**src/rtl/clock_divider_multi.sv**
```systemverilog
// -----------------------------------------------------------------------------
// clock_divider_multi
//   Runtime-programmable multi-channel clock divider / tick generator.
//   Each channel divides clk by 2*D, where D is the channel's active
//   half-period, and drives a 50% duty clock-enable waveform plus a
//   one-cycle tick in the cycle the waveform rises. New divisors are written
//   into a shadow register and applied at the channel's next half-period
//   boundary, so the waveform never glitches. A stopped channel (D=0)
//   picks up a new divisor on the next edge.
//
//   Optional feature macro: CLKDIV_PHASE_SYNC_EN
//     defined     : sync=1 restarts every running channel at phase zero
//                   (cnt=0, clk_out=0) and applies pending shadows.
//     not defined : sync is accepted but ignored; no sync logic is built.
//
// Ports
//   clk      in   1       system clock, posedge
//   rst_n    in   1       asynchronous active-low reset
//   wr_en    in   1       divisor write strobe
//   wr_ch    in   CH_W    channel index for the write (>= NUM_CH ignored)
//   wr_div   in   DIV_W   new half-period in clk cycles, 0 stops the channel
//   sync     in   1       phase-align strobe
//   clk_out  out  NUM_CH  divided waveform per channel (registered)
//   tick     out  NUM_CH  one-cycle pulse when clk_out[i] rises (registered)
//   pending  out  NUM_CH  shadow divisor written but not yet applied
// -----------------------------------------------------------------------------
module clock_divider_multi #(
  parameter  int NUM_CH    = 4,
  parameter  int DIV_W     = 16,
  parameter  int DIV_RESET = 1,
  localparam int CH_W      = (NUM_CH > 1) ? $clog2(NUM_CH) : 1
) (
  input  logic              clk,
  input  logic              rst_n,
  input  logic              wr_en,
  input  logic [CH_W-1:0]   wr_ch,
  input  logic [DIV_W-1:0]  wr_div,
  input  logic              sync,
  output logic [NUM_CH-1:0] clk_out,
  output logic [NUM_CH-1:0] tick,
  output logic [NUM_CH-1:0] pending
);

  localparam int unsigned      NUM_CH_U  = NUM_CH;
  localparam logic [DIV_W-1:0] DIV_RST_V = DIV_W'(DIV_RESET);
  localparam logic [DIV_W-1:0] DIV_ZERO  = {DIV_W{1'b0}};
  localparam logic [DIV_W-1:0] DIV_ONE   = {{(DIV_W-1){1'b0}}, 1'b1};

  logic wr_valid_s;
  logic sync_s;

  // Qualify the write strobe: indices beyond the last channel are dropped.
  always_comb begin
    wr_valid_s = 1'b0;
    if (wr_en && (32'(wr_ch) < NUM_CH_U)) begin
      wr_valid_s = 1'b1;
    end else begin
      wr_valid_s = 1'b0;
    end
  end

`ifdef CLKDIV_PHASE_SYNC_EN
  assign sync_s = sync;
`else
  // Port kept for a uniform interface; it has no effect in this build.
  logic sync_unused_s;
  assign sync_unused_s = sync;
  assign sync_s        = 1'b0;
`endif

  for (genvar i = 0; i < NUM_CH; i++) begin : g_ch
    logic [DIV_W-1:0] cnt_r;
    logic [DIV_W-1:0] active_r;
    logic [DIV_W-1:0] shadow_r;
    logic             pending_r;
    logic             clk_out_r;
    logic             tick_r;

    logic [DIV_W-1:0] cnt_nx_s;
    logic [DIV_W-1:0] active_nx_s;
    logic [DIV_W-1:0] shadow_nx_s;
    logic [DIV_W-1:0] next_div_s;
    logic             pending_nx_s;
    logic             clk_out_nx_s;
    logic             tick_nx_s;
    logic             wr_hit_s;
    logic             running_s;
    logic             boundary_s;

    assign wr_hit_s   = wr_valid_s && (wr_ch == CH_W'(i));
    assign running_s  = (active_r != DIV_ZERO);
    // cnt never exceeds active-1, so equality marks the last cycle of a half-period.
    assign boundary_s = running_s && (cnt_r == (active_r - DIV_ONE));

    // Channel next-state: sync, stopped, boundary and mid-period cases.
    always_comb begin
      cnt_nx_s     = cnt_r;
      active_nx_s  = active_r;
      shadow_nx_s  = shadow_r;
      pending_nx_s = pending_r;
      clk_out_nx_s = clk_out_r;
      tick_nx_s    = 1'b0;
      next_div_s   = active_r;

      if (sync_s && running_s) begin
        // Restart at phase zero; a same-cycle write waits as pending.
        cnt_nx_s     = DIV_ZERO;
        clk_out_nx_s = 1'b0;
        if (pending_r) begin
          active_nx_s = shadow_r;
        end else begin
          active_nx_s = active_r;
        end
        if (wr_hit_s) begin
          shadow_nx_s  = wr_div;
          pending_nx_s = 1'b1;
        end else begin
          pending_nx_s = 1'b0;
        end
      end else if (!running_s) begin
        // Stopped: no boundary to wait for, a pending value applies next edge.
        cnt_nx_s     = DIV_ZERO;
        clk_out_nx_s = 1'b0;
        if (wr_hit_s) begin
          shadow_nx_s  = wr_div;
          pending_nx_s = 1'b1;
        end else if (pending_r) begin
          active_nx_s  = shadow_r;
          pending_nx_s = 1'b0;
        end else begin
          pending_nx_s = 1'b0;
        end
      end else if (boundary_s) begin
        // A write landing on the boundary bypasses the shadow.
        cnt_nx_s = DIV_ZERO;
        if (wr_hit_s) begin
          next_div_s  = wr_div;
          shadow_nx_s = wr_div;
        end else if (pending_r) begin
          next_div_s  = shadow_r;
          shadow_nx_s = shadow_r;
        end else begin
          next_div_s  = active_r;
          shadow_nx_s = shadow_r;
        end
        active_nx_s  = next_div_s;
        pending_nx_s = 1'b0;
        if (next_div_s == DIV_ZERO) begin
          clk_out_nx_s = 1'b0;
          tick_nx_s    = 1'b0;
        end else begin
          clk_out_nx_s = ~clk_out_r;
          tick_nx_s    = ~clk_out_r;
        end
      end else begin
        cnt_nx_s = cnt_r + DIV_ONE;
        if (wr_hit_s) begin
          shadow_nx_s  = wr_div;
          pending_nx_s = 1'b1;
        end else begin
          shadow_nx_s  = shadow_r;
          pending_nx_s = pending_r;
        end
      end
    end

    // Channel state registers with asynchronous reset.
    always_ff @(posedge clk or negedge rst_n) begin
      if (!rst_n) begin
        cnt_r     <= DIV_ZERO;
        active_r  <= DIV_RST_V;
        shadow_r  <= DIV_RST_V;
        pending_r <= 1'b0;
        clk_out_r <= 1'b0;
        tick_r    <= 1'b0;
      end else begin
        cnt_r     <= cnt_nx_s;
        active_r  <= active_nx_s;
        shadow_r  <= shadow_nx_s;
        pending_r <= pending_nx_s;
        clk_out_r <= clk_out_nx_s;
        tick_r    <= tick_nx_s;
      end
    end

    assign clk_out[i] = clk_out_r;
    assign tick[i]    = tick_r;
    assign pending[i] = pending_r;
  end

endmodule

```
**config.mk**
```make
export PLATFORM = sky130hd
export DESIGN_NAME = clock_divider_multi
export DESIGN_NICKNAME = d
export VERILOG_FILES = /design/src/rtl/clock_divider_multi.sv
export SDC_FILE = /design/constraint.sdc
export NUM_CORES = 1
export LEC_CHECK = 0
export CAP_MARGIN = 15
export CORE_ASPECT_RATIO = 1.5
export CORE_UTILIZATION = 60
export DETAILED_ROUTE_END_ITERATION = 8
export PLACE_DENSITY = 0.85
export REMOVE_ABC_BUFFERS = 1
export SLEW_MARGIN = 20
export SYNTH_ARGS = -nofsm -noshare
export SYNTH_HDL_FRONTEND = slang
export SYNTH_SLANG_ARGS = --single-unit
```
**constraint.sdc**
```tcl
create_clock -name clk -period 3.9 [get_ports clk]
set_input_delay 0.78 -clock clk [delete_from_list [all_inputs] [get_ports clk]]
set_output_delay 0.78 -clock clk [all_outputs]
set_load 0.1 [all_outputs]
```
---- Word level (Yosys, flattened, before mapping) ----
Index checks and enable logic that the tools add are counted.
word-level totals
  register bits ........................... 204
  output and inout port bits .............. 12
operators by class
  add/sub/neg operators ................... 8
  eq/ne operators ......................... 19
  multiplexer cells ....................... 73
  bitwise operators ....................... 4
  reductions and logical operators ........ 21
operators with widths
  kind                   count
  $mux 16                36
  $add 16x1->16 const B  4
  $eq 16x16->1           4
  $logic_not 16->1       4
  $reduce_bool 16->1     4
  $sub 16x1->16 const B  4
  $mux 1                 37
  $ne 2x1->1 const B     8
  $ne 3x2->1 const B     4
  $logic_and 1x1->1      8
  $reduce_and 2->1       4
  $eq 2x2->1 const B     2
  $not 1->1              4
  $eq 2x1->1 const B     1
  $logic_not 2->1        1

---- Depth between registers and ports, before layout ----
Gate-level depths: netlist of run 1.
  depth in word-level cells ............... 9
  mapped depth ............................ 13
  depth with buffers taken out ............ 9

---- Worst setup path after synthesis of run 1 ----
No wires, ideal clock.
  kind .................................... register to register
  from .................................... register g_ch[3].active_r[0]
  to ...................................... register g_ch[3].active_r[3]
  setup time .............................. 0.125 ns
  data arrival time ....................... 3.021 ns
  path slack .............................. 0.755 ns
  cell stages (with the launch flop) ...... 13
  path buffers ............................ 3
  period minus slack after synthesis ...... 3.145 ns
  path through ............................ dfstp_2 -> clkbuf_1 -> inv_1 -> ha_1 -> xor2_1 -> nand2_1 -> a2111oi_0 -> nand4b_1 -> nor4_1 -> nor4bb_1 -> clkbuf_1 -> buf_4 -> mux2_2
between the ends
  word-level cells in the longest chain between the ends .. 5
  elaborated cells on any way between the ends .. 8
RTL lines
  item                        RTL line  source
  start: declaration          73        logic [DIV_W-1:0] active_r;
  start signal: assignment    178       active_r <= active_nx_s;
  $sub 16x1->16               93        assign boundary_s = running_s && (cnt_r == (active_r - DIV_ONE));
  $eq 16x16->1                93
  $logic_and 1x1->1           93
  $ne 2x1->1 (no line)        n/a
  $reduce_and 2->1 (no line)  n/a
Parallel ways exist; a longest one is shown, timed or not.
A chain may end at the register's enable or synchronous reset.

---- Worst setup path after layout of run 1 ----
  from .................................... register g_ch[3].active_r[0]
  to ...................................... register g_ch[3].active_r[2]
The elaborated chain is that of the path after synthesis.

==> run summary, run 1 <==
The total routed wirelength came out at 35090 um. The worst setup path is captured at a flip-flop. The number of max-capacitance violations reported came out at 0.

The met2 track demand over resource in global routing is 53.61%. nand2_1 is the most common cell in the netlist. The worst reg-to-reg setup slack came out at 0.50 ns. The share of async-settable or async-resettable flops after synthesis is 100.0%. After detailed routing, the number of remaining DRC violations is 0. The power density of the placed cells came out at 644.5 nW/um^2. The number of warning messages in the yosys log came out at 0. The maximum vdd ir drop is 0.6081 mV.

The insertion delay to the later sink of the worst-skew pair is 0.51 ns. The startpoint of the worst-slack reg-to-reg timing path is g_ch[3].active_r[0]. Data arrives at the worst endpoint at 3.80 ns. The slowest stage of the critical path belongs to the cell a2111oi_0. In the post-synthesis netlist, the biggest area contributors are dfrtp_1 37%, nand2_1 7.2%, mux2i_1 7.0%, xnor2_1 4.8%, a21oi_1 4.2%. The total number of cells along the worst setup path came out at 10. The count of instances resized after the clock tree is built is 0.

The minimum clock period is 3.402 ns. The non-filler instance count after layout is 1811. Across all layers, the routed design uses 11580 vias. The pin count of the biggest net entering global routing came out at 99.

The post-place instance area is 13690 sq um. The synthesized design contains 0 enable-type register cells. The die is 123.3 um wide. The launching element type of the critical path is a flip-flop. The initial utilization of the core area, before any placement, comes to 61.21%. For this run, the leading register cell type out of synthesis is dfrtp_1. The met3 demand-to-capacity share in global routing is 4.715%. The clock arrives with 0.009777 ns of skew. The number of pins with negative max-slew slack in the final report came out at 0. Summed over all instances, the cell type with the most area after synthesis is dfrtp_1.

The combined buffer and inverter count along the critical path is 2. The number of placed instances with taps included came out at 1774. At the pin with the least slew margin, the transition time is 1.142 ns. The average instance area after synthesis is 8.528 sq um. The setup slack after layout is 0.4985 ns. The detail-routed via count per cell is 6.396. TritonCTS built the clock tree.

After synthesis, the most frequently instantiated cells are 255 x nand2_1, 196 x dfrtp_1, 125 x nor2_1. The switching share of power is 41.48%. The count of unique library cells instantiated by Yosys came out at 80. Once detail routing completed, the nets flagged for antenna violations numbered 0.

The weighted congestion at the end of routability-driven global placement is 0.9608. The number of antenna violations at the first check in global routing is 0. The total number of clock tree sinks came out at 204.

The sequential standard cell area came out at 5115 sq um. The number of storage elements in the synthesis netlist came out at 204. For this run, global-route usage on met1 was measured as 37.45%. The filler cells instantiated in the layout total 1730. The total area inside the core boundary comes to 21640 sq um. The final design area excluding fillers came out at 14400 sq um. After clock tree synthesis, the setup repair step added 0 buffers. The endpoint identified for the worst register-to-register timing path is g_ch[3].active_r[2]. The area share of the leading cell type in the synthesized netlist came out at 37.03%.

The type of the worst setup path is flip-flop to flip-flop. The share of power burned in registers is 38.3%. After detailed routing, the average wire length per cell comes to 19.37 um. The number of placement rows came out at 66. The I/O pin count came out at 34.

The number of levels in the clock H-tree came out at 1. The tightest slew margin relative to the limit came out at 23.61%. Setup repair after global routing left no endpoint under its margin. The overall die area is 22680 sq um. Detailed placement ended at an HPWL of 24270 um.

Dividing the final minimum period by the clock period gives 87.22%. For this run the aggregate overflow at the end of global routing stands at 0. The number of global-route vias before repair came out at 11720.

The multi-input gate area in the final layout is 7516 sq um. In this run the worst path has a maximum fanout of 18. The number of endpoints with negative hold slack in the final report came out at 0. The internal power came out at 5431 uW.

Counting the buffers created by CTS gives 21. The final total negative setup slack is 0 ns. The post-cts hold buffer count is 0.

Clock-pin slew was measured on the worst setup and hold paths at 0.07 ns. The post-synthesis sequential area ratio is 38.62%. Based on the critical path, the design can be clocked at up to 294.0 MHz. The total inserted antenna cells is 0. The final setup violation count is 0. The standby leakage power is 0.006297 uW. On the worst path, the slowest cell contributes a delay of 0.62 ns.

Walking the worst path, the cells encountered are inv_1, ha_1, xor2_1, nand2_1, a2111oi_0, nand4b_1, nor4_1, nor4bb_4, buf_4, mux2_2. In this run, the clock network consumes 22.4% of the power. The kind of cell with the highest combined delay on the critical path is simple AND/OR/NAND/NOR gates. In this run the deepest clock path goes through 3 buffers. The layout-stage area growth over the synthesis result is 8.720%. The cell sitting at the root of the clock tree is a clkbuf_16. The total chip power came out at 9280 uW. The worst slack after detailed placement is 0.5525 ns. The die is 184.0 um tall. Input and output buffers added on the ports amount to 32.

The number of nets in the layout came out at 1559. At the worst endpoint, the required time is 4.29 ns. Cells with a size suffix above 1 make up 8.447% of the layout. In this run, the number of DRC markers left after iteration 0 of detailed routing was 1044. Counting cells, the worst reg-to-reg path comes to 10.

The cell area that synthesis handed to floorplanning was 13240 sq um. The flow ran to the end, and the final reports show no timing, DRC or antenna violations. The combinational cell fraction of total power came out at 39.3%. The min-delay analysis places its worst path in the category input port to asynchronous set/reset pin.

The length of the first detailed-routing pass in iterations is 5. The net switching power figure is 3850 uW. The global router's overall resource usage is 32.23%. The number of instances in the synthesized netlist came out at 1553. In this run the most used layer during global routing was met2. The first-pass GRT wire length is 58030 um.
-- cells in the final DEF (no fill, tap or decap), drive strengths merged, types with 28 or more instances in the layout --
master and instances:
dfrtp 196, nand3 57, mux2i 93, a21oi 112, buf 48, nand2 255, nor3 95, xnor2 73
nor2 125, o21ai 30, xor2 62, clkdlybuf4s50 28
-- area by class of cell --
cell class / count / area share (%)
well taps: 272 / 2.364
repair buffers: 77 / 4.632
multi-input cells: 1206 / 52.20
inverters: 15 / 0.3910
clock buffers: 24 / 3.936
clock inverters: 13 / 0.9559
flip-flops and latches: 204 / 35.52
-- worst register-to-register path, delay by kind of cell (launching register included) --
family,cells,cell delay (ns)
xor gates and xnor gates,1,0.15
muxes,1,0.38
adders and majority gates,1,0.31
AOI/OAI and AO/OA,1,0.62
DFF,1,0.61
buffers and inverters,2,0.43
and+or+nand+nor,4,0.80
-- registers in the layout (all words and copies together) (netlist names) --
name and cells:
g_ch.active_r 64, g_ch.tick_r 4, g_ch.clk_out_r 4, g_ch.cnt_r 64
g_ch.shadow_r 64, g_ch.pending_r 4
-- power by group through the flow --
stage	clock network [uW]	logic [uW]	registers (uW)
floorplan	0	2630	3510
global placement	0	3430	3530
finish	2080	3650	3560
detailed placement	0	3580	3560
global route	2190	4010	3650
CTS	2100	3610	3530
-- routing by layer --
layer  vias up  wire (um)
met5         -          0
met4         0       2611
met3       154       2094
met2       488      17270
met1      5548      13110
li1       5393          -
-- worst max path at each step --
| stage | to | start |
|---|---|---|
| 6_report | g_ch[3].active_r[2] | g_ch[3].active_r[0] |
| 5_1_grt | g_ch[2].active_r[5] | g_ch[2].active_r[1] |
| 4_1_cts | g_ch[2].active_r[5] | g_ch[2].active_r[1] |
| 3_5_place_dp | g_ch[2].active_r[5] | g_ch[2].active_r[1] |
| 3_3_place_gp | g_ch[2].active_r[5] | g_ch[2].active_r[1] |
| 2_1_floorplan | g_ch[3].active_r[2] | g_ch[3].active_r[0] |
-- cells by family after synthesis --
logic type	Yosys count	share of synthesized area, %
and+or+nand+nor	691	25.47
AOI/OAI and AO/OA	260	12.55
DFF	204	38.62
buffers and inverters	143	4.913
xor gates and xnor gates	136	9.098
muxes	107	8.219
adders and majority gates	12	1.134
-- stage by stage --
stage | hold slack (ns) | utilization [%]
3_5_place_dp | 0.4671 | 63.30
3_3_place_gp | 0.4576 | 63.30
2_1_floorplan | 0.4454 | -
5_1_grt | 0.4302 | 66.55
6_report | 0.3626 | 66.55
4_1_cts | 0.3957 | 66.55
(Power assumes the default switching activity.)
==> inputs of run 2 (changes only) <==
Settings changed: CORE_MARGIN set to 10, PLACE_DENSITY 0.85 to 0.78.
==> run 2 against run 1 <==
  * Setup slack better by 0.11 ns
  * Flip-flop and latch count unchanged
  * Die area up 26%
  * Design area down 0.54%
  * Critical path type unchanged
==> run summary, run 2 (synthesis gave the netlist of run 1 again) <==
The pin count of the biggest net entering global routing came out at 94. The required time of the critical path came out at 4.29 ns. The repair_antennas step left the layout with diodes totalling 0. The number of endpoints with negative hold slack in the final report is 0. The actual transition at the worst max-transition pin came out at 1.077 ns. The portion of the clock cycle consumed by the worst path in the final layout is 84.35%.

TritonCTS built the clock tree. In this run the worst hold path is classified as input port to asynchronous set/reset pin. After layout, the worst setup slack is 0.6102 ns. Detailed routing inserted a total of 11450 vias. Routability-driven placement finished with a final weighted congestion of 0.8927. The global router's overall resource usage is 23.81%. The fraction of final layout cells with drive strength greater than 1 came out at 7.938%. The insertion delay to the later sink of the worst-skew pair came out at 0.51 ns.

The post-CTS setup buffer count is 0. The number of antenna violations at the first check in global routing is 0. The I/O pin count is 34. The number of levels in the clock H-tree came out at 1.

The number of clock buffers added by TritonCTS is 21. CTS placed an instance of clkbuf_16 at the clock tree root. The count of input and output buffers came out at 32.

The number of pins with negative max-slew slack in the final report is 0. The number of global-route vias before repair is 11360. The overall overflow remaining after global route is 0.

Measured along the y axis, the die boundary spans 202.0 um. The critical path is of the flip-flop to flip-flop type. The first-pass GRT wire length is 57220 um. In the routed layout, each cell is associated on average with a via count of 6.329. The post-detailed-route DRC marker count is 0. The flow ran to the end, and the final reports show no timing, DRC or antenna violations. The library cells used most frequently in the layout, excluding fill and tap cells, are 255 x nand2_1, 196 x dfrtp_1, 122 x nor2_1. The post-cts hold buffer count came out at 0. The length of the first detailed-routing pass in iterations came out at 7. The number of placement rows is 66. The region available for standard cell placement spans 21720 sq um. The total chip power came out at 9103 uW. The standby leakage power came out at 0.006276 uW.

The most common cell after layout, fill and taps aside is nand2_1. Setup repair after global routing left no endpoint under its margin. The wire length per cell after detailed routing is 19.30 um.

The largest registers in the layout are g_ch.active_r: 64 flops, g_ch.cnt_r: 64 flops, g_ch.shadow_r: 64 flops. The count of instances resized after the clock tree is built came out at 0. Summing all flip-flop and latch instances after layout gives 5115 sq um.

The minimum clock period is 3.290 ns. Between clock sinks in the finished design, the worst skew comes to 0.01285 ns. The final total negative setup slack came out at 0 ns. The multi-input gate area in the final layout is 7518 sq um. The number of fillers in the final layout came out at 1794. At the worst endpoint, the arrival time is 3.68 ns. The die width is 141.3 um. STA classifies the critical path endpoint as a flip-flop. The count of nets left with antenna violations once routing finished came out at 0. The total number of clock tree sinks is 204.

Setup violations remaining at the end of the flow were counted as 0. Before CTS, the worst setup slack after placement is 0.6690 ns. The maximum net fanout on the critical path came out at 20. The number of nets in the layout came out at 1557. The detailed router's first-iteration violation count is 890. The upper clock frequency limit came out at 304.0 MHz. The power density of the placed cells is 635.6 nW/um^2. The initial cell density of the core is 60.98%. The maximum vdd ir drop is 0.5151 mV. The total half-perimeter wirelength after legalization and detailed placement is 24230 um.

The worst setup path is launched from a flip-flop. The maximum clock insertion buffer count is 3. The worst pin sits at a relative slew slack of 28.22%. The clock transition time at the flip-flop clock pins of the worst setup and hold paths came out at 0.06 ns. The number of max-capacitance violations reported is 0.

The layout-stage area growth over the synthesis result came out at 8.134%. The overall die area came out at 28540 sq um. The total routed wirelength is 34910 um.
-- run 2: worst max-delay path, cell delays in order, from the launching register on --
cell and delay (ns):
dfstp_2 0.60, inv_1 0.10, ha_1 0.31, xor2_1 0.15
nand2_1 0.06, a2111oi_0 0.51, nand4b_1 0.18, nor4_1 0.31
nor4bb_4 0.29, buf_4 0.32, mux2_2 0.37
-- run 2: per-layer routing --
layer	wire [um]	vias up	GRT usage, %	part of all wire [%]
li1	-	5387	-	-
met1	13860	5592	27.49	40
met5	0	-	0	0
met2	17450	372	41.38	50
met4	1842	0	13.35	5.3
met3	1756	99	2.980	5.0
-- run 2: report_power, final --
| part | internal (uW) | switching, uW | leakage (uW) |
|---|---|---|---|
| registers | 2630 | 969 | 0.00258 |
| logic | 1620 | 1950 | 0.00337 |
| clock network | 1100 | 846 | 0.000319 |
-- run 2: path summary, 6_finish.rpt --
path,from,cells after the start,slack (ns),endpoint
worst max-delay path,g_ch[3].active_r[0],10,0.61,g_ch[3].active_r[7]
worst min register to register,g_ch[2].shadow_r[5],2,0.48,g_ch[2].shadow_r[5]
min in group clk,g_ch[2].shadow_r[5],2,0.48,g_ch[2].shadow_r[5]
max in group asynchronous,rst_n,2,2.66,g_ch[2].active_r[0]
worst min-delay path,rst_n,1,0.35,g_ch[2].cnt_r[12]
worst max register to register,g_ch[3].active_r[0],10,0.61,g_ch[3].active_r[7]
-- run 2: area by class of cell --
type                    instances  area share, %
multi-input cells            1206          52.50
clock buffers                  30          4.045
repair buffers                 75          4.552
flip-flops and latches        204          35.72
inverters                      15         0.3932
clock inverters                 7         0.4194
well taps                     272          2.376
-- run 2: metrics by stage --
stage          utilization (%)  hold slack [ns]  area (sq um)  instances
6_report                 65.94           0.3454         14320       1809
5_1_grt                  65.94           0.4027         14320       1809
4_1_cts                  65.93           0.3750         14320       1809
3_5_place_dp             62.99           0.4670         13680       1772
3_3_place_gp             62.99           0.4621         13680       1772
2_1_floorplan                -           0.4454         12650       1425
